===== src/rtl/syscall_pkg.sv =====
// Shared constants and types for the syscall dispatch slice.
package syscall_pkg;
  localparam logic [5:0]  SYSCALL_FUNCT = 6'h0C;
  localparam logic [31:0] SC_PRINT_INT  = 32'd1;
  localparam logic [31:0] SC_EXIT       = 32'd10;

  typedef enum logic [1:0] {
    ST_RUN    = 2'd0,
    ST_DRAIN  = 2'd1,
    ST_HALTED = 2'd2
  } state_e;
endpackage


===== src/rtl/sync_fifo_fwft.sv =====
// First-word fall-through FIFO; head reads as zero while empty.
module sync_fifo_fwft #(
  parameter int DEPTH  = 4,
  parameter int DATA_W = 32
) (
  input  logic                       clk,
  input  logic                       rst_n,
  input  logic                       push,
  input  logic [DATA_W-1:0]          din,
  input  logic                       pop,
  output logic                       full,
  output logic                       empty,
  output logic [DATA_W-1:0]          head,
  output logic [$clog2(DEPTH):0]     count
);
  localparam int AW = $clog2(DEPTH);

  logic [DEPTH-1:0][DATA_W-1:0] mem_q, mem_d;
  logic [AW-1:0]                wptr_q, wptr_d, rptr_q, rptr_d;
  logic [AW:0]                  cnt_q, cnt_d;
  logic                         do_push, do_pop;

  assign full  = (cnt_q == (AW+1)'(DEPTH));
  assign empty = (cnt_q == '0);
  assign head  = empty ? '0 : mem_q[rptr_q];
  assign count = cnt_q;

  // Guards keep the FIFO self-protecting even if a caller ignores full/empty.
  always_comb begin
    do_push = push & ~full;
    do_pop  = pop & ~empty;
    mem_d   = mem_q;
    wptr_d  = wptr_q;
    rptr_d  = rptr_q;
    cnt_d   = cnt_q;
    if (do_push) begin
      mem_d[wptr_q] = din;
      wptr_d        = wptr_q + AW'(1);
    end
    if (do_pop) rptr_d = rptr_q + AW'(1);
    case ({do_push, do_pop})
      2'b10:   cnt_d = cnt_q + (AW+1)'(1);
      2'b01:   cnt_d = cnt_q - (AW+1)'(1);
      default: cnt_d = cnt_q;
    endcase
  end

  always_ff @(posedge clk or negedge rst_n) begin
    if (!rst_n) begin
      mem_q  <= '0;
      wptr_q <= '0;
      rptr_q <= '0;
      cnt_q  <= '0;
    end else begin
      mem_q  <= mem_d;
      wptr_q <= wptr_d;
      rptr_q <= rptr_d;
      cnt_q  <= cnt_d;
    end
  end
endmodule


===== src/rtl/syscall_dispatch.sv =====
// Syscall consumer: buffers print output, sequences halt on exit, keeps stats.
module syscall_dispatch
  import syscall_pkg::*;
#(
  parameter int DEPTH  = 4,
  parameter int DATA_W = 32
) (
  input  logic              clk,
  input  logic              rst_n,
  input  logic              sc_valid,
  input  logic [31:0]       sc_code,
  input  logic [DATA_W-1:0] sc_arg,
  input  logic              instr_retired,
  output logic              sc_stall,
  output logic              out_valid,
  output logic [DATA_W-1:0] out_data,
  input  logic              out_ready,
  output logic              halt,
  output logic              bad_code,
  output logic [31:0]       cycle_count,
  output logic [31:0]       instr_count
);
  state_e                 state_q, state_d;
  logic                   bad_q, bad_d;
  logic [31:0]            cyc_q, cyc_d, ins_q, ins_d;
  logic                   fifo_full, fifo_empty, accept, push, pop;
  logic [$clog2(DEPTH):0] fifo_cnt;

  // Stall depends only on registered state so it never loops through out_ready.
  assign sc_stall  = fifo_full | (state_q != ST_RUN);
  assign accept    = sc_valid & ~sc_stall;
  assign push      = accept & (sc_code == SC_PRINT_INT);
  assign out_valid = ~fifo_empty;
  assign pop       = out_valid & out_ready;
  assign halt      = (state_q == ST_HALTED);
  assign bad_code  = bad_q;
  assign cycle_count = cyc_q;
  assign instr_count = ins_q;

  sync_fifo_fwft #(.DEPTH(DEPTH), .DATA_W(DATA_W)) u_fifo (
    .clk   (clk),
    .rst_n (rst_n),
    .push  (push),
    .din   (sc_arg),
    .pop   (pop),
    .full  (fifo_full),
    .empty (fifo_empty),
    .head  (out_data),
    .count (fifo_cnt)
  );

  always_comb begin
    state_d = state_q;
    bad_d   = accept & (sc_code != SC_PRINT_INT) & (sc_code != SC_EXIT);
    cyc_d   = cyc_q;
    ins_d   = ins_q;
    case (state_q)
      ST_RUN:   if (accept && sc_code == SC_EXIT) state_d = ST_DRAIN;
      ST_DRAIN: if (fifo_cnt == '0) state_d = ST_HALTED;
      default:  state_d = ST_HALTED;
    endcase
    if (!halt && cyc_q != '1) cyc_d = cyc_q + 32'd1;
    if (!halt && instr_retired && ins_q != '1) ins_d = ins_q + 32'd1;
  end

  always_ff @(posedge clk or negedge rst_n) begin
    if (!rst_n) begin
      state_q <= ST_RUN;
      bad_q   <= 1'b0;
      cyc_q   <= '0;
      ins_q   <= '0;
    end else begin
      state_q <= state_d;
      bad_q   <= bad_d;
      cyc_q   <= cyc_d;
      ins_q   <= ins_d;
    end
  end
endmodule


===== config.mk =====
export PLATFORM = sky130hd
export DESIGN_NAME = syscall_dispatch
export DESIGN_NICKNAME = d
export VERILOG_FILES = /design/src/rtl/syscall_pkg.sv /design/src/rtl/sync_fifo_fwft.sv /design/src/rtl/syscall_dispatch.sv
export SDC_FILE = /design/constraint.sdc
export NUM_CORES = 1
export LEC_CHECK = 0
export ABC_AREA = 1
export CORE_ASPECT_RATIO = 0.7
export CORE_MARGIN = 2
export CORE_UTILIZATION = 45
export CTS_CLUSTER_SIZE = 16
export DETAILED_ROUTE_END_ITERATION = 10
export HOLD_SLACK_MARGIN = 0.1
export PLACE_DENSITY = 0.68
export SYNTH_ARGS = -nofsm -noshare
export SYNTH_HDL_FRONTEND = slang
export SYNTH_HIERARCHICAL = 1
export SYNTH_SLANG_ARGS = --single-unit

===== constraint.sdc =====
create_clock -name clk -period 3.25 [get_ports clk]
set_input_delay 0.65 -clock clk [delete_from_list [all_inputs] [get_ports clk]]
set_output_delay 0.65 -clock clk [all_outputs]
set_load 0.01 [all_outputs]

; ---- Yosys cells after proc, flatten, opt, wreduce, memory -nomap -nowiden
; Cells that the tools add are included.
[totals]
ff_bits = 202
input_bits = 69
out_inout_bits = 100
elab_cells = 65
[op_classes]
n_addsub = 6
n_lt_le_gt_ge = 3
eq_ne = 13
muxes = 10
bitwise = 11
n_reduce_logical = 11
[op_table]
columns = cell, count
row1 = bitwise mux 128 bit, 1
row2 = two-way mux 32 bit, 3
row3 = "adder 32 x 1 -> 32 bit, second input constant", 2
row4 = binary-select mux 32 bit (select 2 bit), 1
row5 = demux 32 bit (select 2 bit), 1
row6 = "!= test 32 bit, second input constant", 2
row7 = "equality test 32 x 1 -> 1 bit, second input constant", 1
row8 = "equality test 32 x 4 -> 1 bit, second input constant", 1
row9 = "!= test 32 x 1 -> 1 bit, second input constant", 1
row10 = "!= test 32 x 4 -> 1 bit, second input constant", 1
row11 = bitwise AND 1 bit, 7
row12 = "less-than comparator 2 x 3 -> 1 bit, second input constant", 2
row13 = one-hot mux 3 bit (2 select lines), 1
row14 = logical AND 1 bit, 5
row15 = "adder 2 x 1 -> 2 bit, second input constant", 2
row16 = "equality test 2 x 1 -> 1 bit, second input constant", 2
row17 = "equality test 2 bit, second input constant", 2
row18 = two-way mux 2 bit, 2
row19 = one-hot mux 2 bit (2 select lines), 1
row20 = nonzero test 2 bit, 2
row21 = "adder 3 x 1 -> 3 bit, second input constant", 1
row22 = "equality test 3 bit, second input constant", 1
row23 = logical NOT 3 bit, 1
row24 = NOT 1 bit, 3
row25 = other kinds (8), 8

; ---- Logic depth before layout (Yosys ltp)
[logic_depth]
depth_word = 8
mapped_depth = 19
mapped_depth_nobuf = 15

; ---- Hierarchy
; The synthesis kept the hierarchy.
[modules_own_cells]
columns = module, instances, cells_per_inst, area_each_um2, seq_area_each_um2
row1 = sync_fifo_fwft, 1, 1000, 7233.2, 3378.2
row2 = syscall_dispatch, 1, 753, 4654.5, 1676.6

; ---- Worst setup path before layout
; Ideal clock, no wire load.
[synth_timing]
path_type = register -> register
from = reg u_fifo.cnt_q[0] (netlist: u_fifo/count[0])
to = reg u_fifo.cnt_q[2] (netlist: u_fifo/count[2])
setup_time_ns = 0.117
t_arrival_ns = 2.367
t_required_ns = 3.133
path_slack_ns = 0.766
stages_incl_launch_ff = 19
n_path_buf = 4
synth_period_minus_slack_ns = 2.484
path_cell_list = dfrtp_1 -> inv_2 -> nand3_4 -> buf_4 -> buf_2 -> inv_1 -> inv_1 -> nand3_1 -> nor2_1 -> buf_2 -> buf_2 -> nand2_1 -> ha_1 -> inv_1 -> fa_1 -> nand2_1 -> nand3_1 -> nand2_1 -> nand2_1
[synth_between]
elab_chain_len = 8
elab_cells_between_ends = 17
classes_between = add/sub: 2 / eq/ne: 3 / mux: 1 / bitwise: 9 / reduce/logical: 2
[synth_lines]
columns = item, line_no
row1 = start: declaration, sync_fifo_fwft.sv:20  ; logic [AW:0] cnt_q, cnt_d;
row2 = start signal: assignment, sync_fifo_fwft.sv:58  ; cnt_q <= cnt_d;
row3 = equality test 3 bit *, sync_fifo_fwft.sv:23  ; assign full = (cnt_q == (AW+1)'(DEPTH));
row4 = named net fifo_full, syscall_dispatch.sv:26  ; logic fifo_full, fifo_empty, accept, push, pop;
row5 = bitwise OR 1 bit *, syscall_dispatch.sv:30  ; assign sc_stall = fifo_full | (state_q != ST_RUN);
row6 = NOT 1 bit *, syscall_dispatch.sv:31  ; assign accept = sc_valid & ~sc_stall;
row7 = bitwise AND 1 bit *, syscall_dispatch.sv:31
row8 = bitwise AND 1 bit *, syscall_dispatch.sv:32  ; assign push = accept & (sc_code == SC_PRINT_INT);
row9 = named net push, syscall_dispatch.sv:26
row10 = bitwise AND 1 bit *, sync_fifo_fwft.sv:30  ; do_push = push & ~full;
row11 = equality test 2 x 1 -> 1 bit / equality test 2 bit (equally long branches), sync_fifo_fwft.sv:41  ; case ({do_push, do_pop})
row12 = one-hot mux 3 bit (2 select lines) / nonzero test 2 bit (equally long branches), --
; The timed path passes the listed nets; every way through them passes the cells marked *.
; A chain may end at the register's enable or synchronous reset.

; ---- Final worst setup path
[layout_timing]
from = reg u_fifo.rptr_q[0]
to = out out_data[13]
[layout_between]
elab_chain_len = 3
[layout_lines]
columns = item, line_no
row1 = start: declaration, sync_fifo_fwft.sv:19  ; logic [AW-1:0] wptr_q, wptr_d, rptr_q, rptr_d;
row2 = start signal: assignment, sync_fifo_fwft.sv:57  ; rptr_q <= rptr_d;
row3 = binary-select mux 32 bit (select 2 bit), sync_fifo_fwft.sv:25  ; assign head = empty ? '0 : mem_q[rptr_q];
row4 = two-way mux 32 bit (implied by the code), sync_fifo_fwft.sv:25
row5 = two-way mux 32 bit, sync_fifo_fwft.sv:25
row6 = end: declaration, syscall_dispatch.sv:16  ; output logic [DATA_W-1:0] out_data,
; Every way passes these cells. The select of a mux whose other input is x is not followed.

==> impl_metrics.py <==
metrics = {
    "status": {
        "status": "finished, final reports clean",
    },
    "grt": {
        "grt_max_degree": 74,
        "grt_pass1_vias": 10640,
        "grt_antenna_before_repair": 1,
        "grt_pass1_wl_mm": 56.32,
        "grt_overflow": 0,
        "grt_use_total_pct": 25.15,
    },
    "die": {
        "die_h_um": 140.0,
        "initial_utilization_pct": 46.06,
        "die-area_um2": 27750,
        "die_w_um": 198.3,
        "pin_count": 169,
        "coreArea_um2": 25810,
        "num_rows": 49,
    },
    "layout": {
        "fin_nets": 1965,
        "layoutNonFillerInstCount": 2262,
        "synthToLayoutAreaGrowth_pct": 23.31,
        "final_util_pct": 56.79,
        "stdcell_area_um2": 14660,
        "drive_gt1_share_pct": 5.252,
    },
    "setup_path": {
        "cp_max_fo": 43,
        "critPathKind": "reg -> out",
        "r2r_cells": 14,
        "cp-start-kind": "flop",
        "r2r_end": "u_fifo/count[2]$_DFFE_PN0P_",
        "crit-reg2reg-launch": "u_fifo/count[2]$_DFFE_PN0P_",
        "worstPathRequired_ps": 2600,
        "r2r_setup_slack_ps": 880,
        "end_kind": "primary output",
        "crit_arrival_ps": 2410,
    },
    "route": {
        "via_per_inst": 5.076,
        "vias": 11480,
        "drt_iter0_markers": 935,
        "wl_per_cell_um": 15.38,
        "drt_pass1_iterations": 7,
        "drt_wl_total_mm": 34.79,
        "drc": 0,
        "ant_nets": 0,
    },
    "logic_synthesis": {
        "yosysSeqAreaShare_pct": 42.52,
        "synth_edf_count": 0,
        "yosysMostFrequentCell": "nand2_1",
        "synthesis.nets": 1830,
        "ys_warn_count": 6,
        "ys_seq_elements": 202,
        "syn_inst": 1753,
        "syn_area_um2": 11890,
        "synth-async-reset-ratio_pct": 100.0,
        "yosysTopAreaCell": "dfrtp_1",
        "synth_cell_types": 29,
        "netlist_top_cells_area": "dfrtp_1 (43%), nand2_1 (24%), nand4_1 (7.4%)",
        "synth.avg_cell_area_um2": 6.781,
        "yosys_most_used_dff": "dfrtp_1",
        "synth_top_area_share_pct": 42.52,
        "synthTopCellsByCount": "nand2_1 (774), inv_1 (204), dfrtp_1 (202)",
    },
    "clocking": {
        "clockBufferDepth": 3,
        "cts_resized": 0,
        "clkLatencyLatePin_ps": 520,
        "cts_buffers": 23,
        "cts-root-buf": "clkbuf_16",
        "cts.clk_slew.worst_paths_ps": 70,
        "postCtsHoldBufs": 0,
        "cts_htree_levels": 1,
        "post_cts_buffers": 0,
        "tritoncts": "yes",
        "cts_sinks": 202,
    },
    "power_and_ir_drop": {
        "p_leak_uw": 0.007111,
        "p_per_area_nw_per_um2": 370.5,
        "peakVddDrop_uv": 340.9,
    },
    "sta": {
        "max-slew-margin-rel_pct": 52.00,
        "max_freq_mhz": 327.1,
        "finalSetupTns_ps": 0,
        "clock_skew_ps": 24.20,
        "rsz0062_at_grt": "false",
        "finalSetupViolations": 0,
        "period_needed_ps": 3057,
        "report.final.slew_viol_count": 0,
        "report.final.hold_viol_count": 0,
        "worst_pin_slew_ps": 719.9,
        "fin_crit_sh_pct": 94.06,
    },
    "placed_design": {
        "dpl.cell_count": 2220,
        "place_area_um2": 13860,
        "portBuffers": 168,
        "dp_hpwl_mm": 22.89,
        "gp_congestion": 0.9049,
    },
    "worst_hold_path": {
        "hold_path.class": "in -> async",
    },
    "job": {
        "drv_cap": 0,
    },
}
## cells by family after synthesis
family,Yosys count,share of synthesized area [%]
buffers and inverters,301,10.51
xor gates and xnor gates,26,1.916
adders and majority gates,8,0.9051
AOI/OAI and AO/OA,47,2.010
DFF,202,42.52
and+or+nand+nor,1169,42.13
## through the flow
stage          hold slack (ps)  worst slack, ps  total power (µW)
6_report                 141.7            192.9              5431
5_1_grt                  177.2            98.00              5602
3_5_place_dp             458.0            269.2              2743
2_1_floorplan            354.4            766.5              2572
4_1_cts                  145.4            201.8              5502
3_3_place_gp             452.7            346.1              2742
## critical path, cell delays in order (launching register included)
cell	delay (ps)
dfrtp_2	400
inv_2	40
buf_4	290
nand2_1	130
nand3_1	70
a21oi_1	320
clkdlybuf4s50_1	610
## state kept, by name (all words and copies together) (netlist names)
register,flops
bad_code,1
cycle_count,32
instr_count,32
state_q,2
u_fifo/count,3
u_fifo/mem_q,128
u_fifo/rptr_q,2
u_fifo/wptr_q,2
## worst max-delay path by stage
stage / from / to
after floorplan: u_fifo/count[0]$_DFFE_PN0P_ / u_fifo/count[2]$_DFFE_PN0P_
after global placement: sc_code[29] / u_fifo/mem_q[27]$_DFFE_PN0P_
after detailed placement: sc_code[31] / u_fifo/mem_q[114]$_DFFE_PN0P_
after CTS: u_fifo/rptr_q[0]$_DFFE_PN0P_ / out_data[20]
after global routing: u_fifo/rptr_q[0]$_DFFE_PN0P_ / out_data[20]
final: u_fifo/rptr_q[0]$_DFFE_PN0P_ / out_data[13]
## cell usage in the layout (no fill, tap or decap), types with 13 or more instances in the layout
cell type	Yosys	routed
a21oi_1	32	32
buf_4	7	29
clkbuf_16	0	23
clkdlybuf4s50_1	0	167
dfrtp_1	202	201
inv_1	204	203
nand2_1	774	774
nand3_1	110	110
nand4_1	140	140
nor2_1	123	122
xnor2_1	13	13
xor2_1	13	13
## metal layers
metal  track usage (%)  up-vias  part of all wire (%)
li1                  -     5749                     -
met1             39.32     5318                    49
met2             36.33      373                    42
met3             4.093       43                   6.8
met4             5.263        0                   1.6
met5                 0        -                     0
## cell type report
class | instances | area (µm²)
inverter | 210 | 788.3
multi-input combinational | 1250 | 5590
timing repair buffer | 201 | 1983
sequential | 202 | 5056
antenna | 1 | 2.502
clock inverter | 11 | 140.1
clock buffer | 30 | 651.9
tap | 357 | 446.7
fill | 2480 | 11150
## where the power goes
group	leakage, µW	internal (µW)	switching, µW
Clock	0.000392	1650	1090
Combinational	0.00391	83.2	92.9
Sequential	0.00280	2520	1.57
Total	0.00711	4250	1180
No activity file was read; power rests on OpenSTA's default activity.
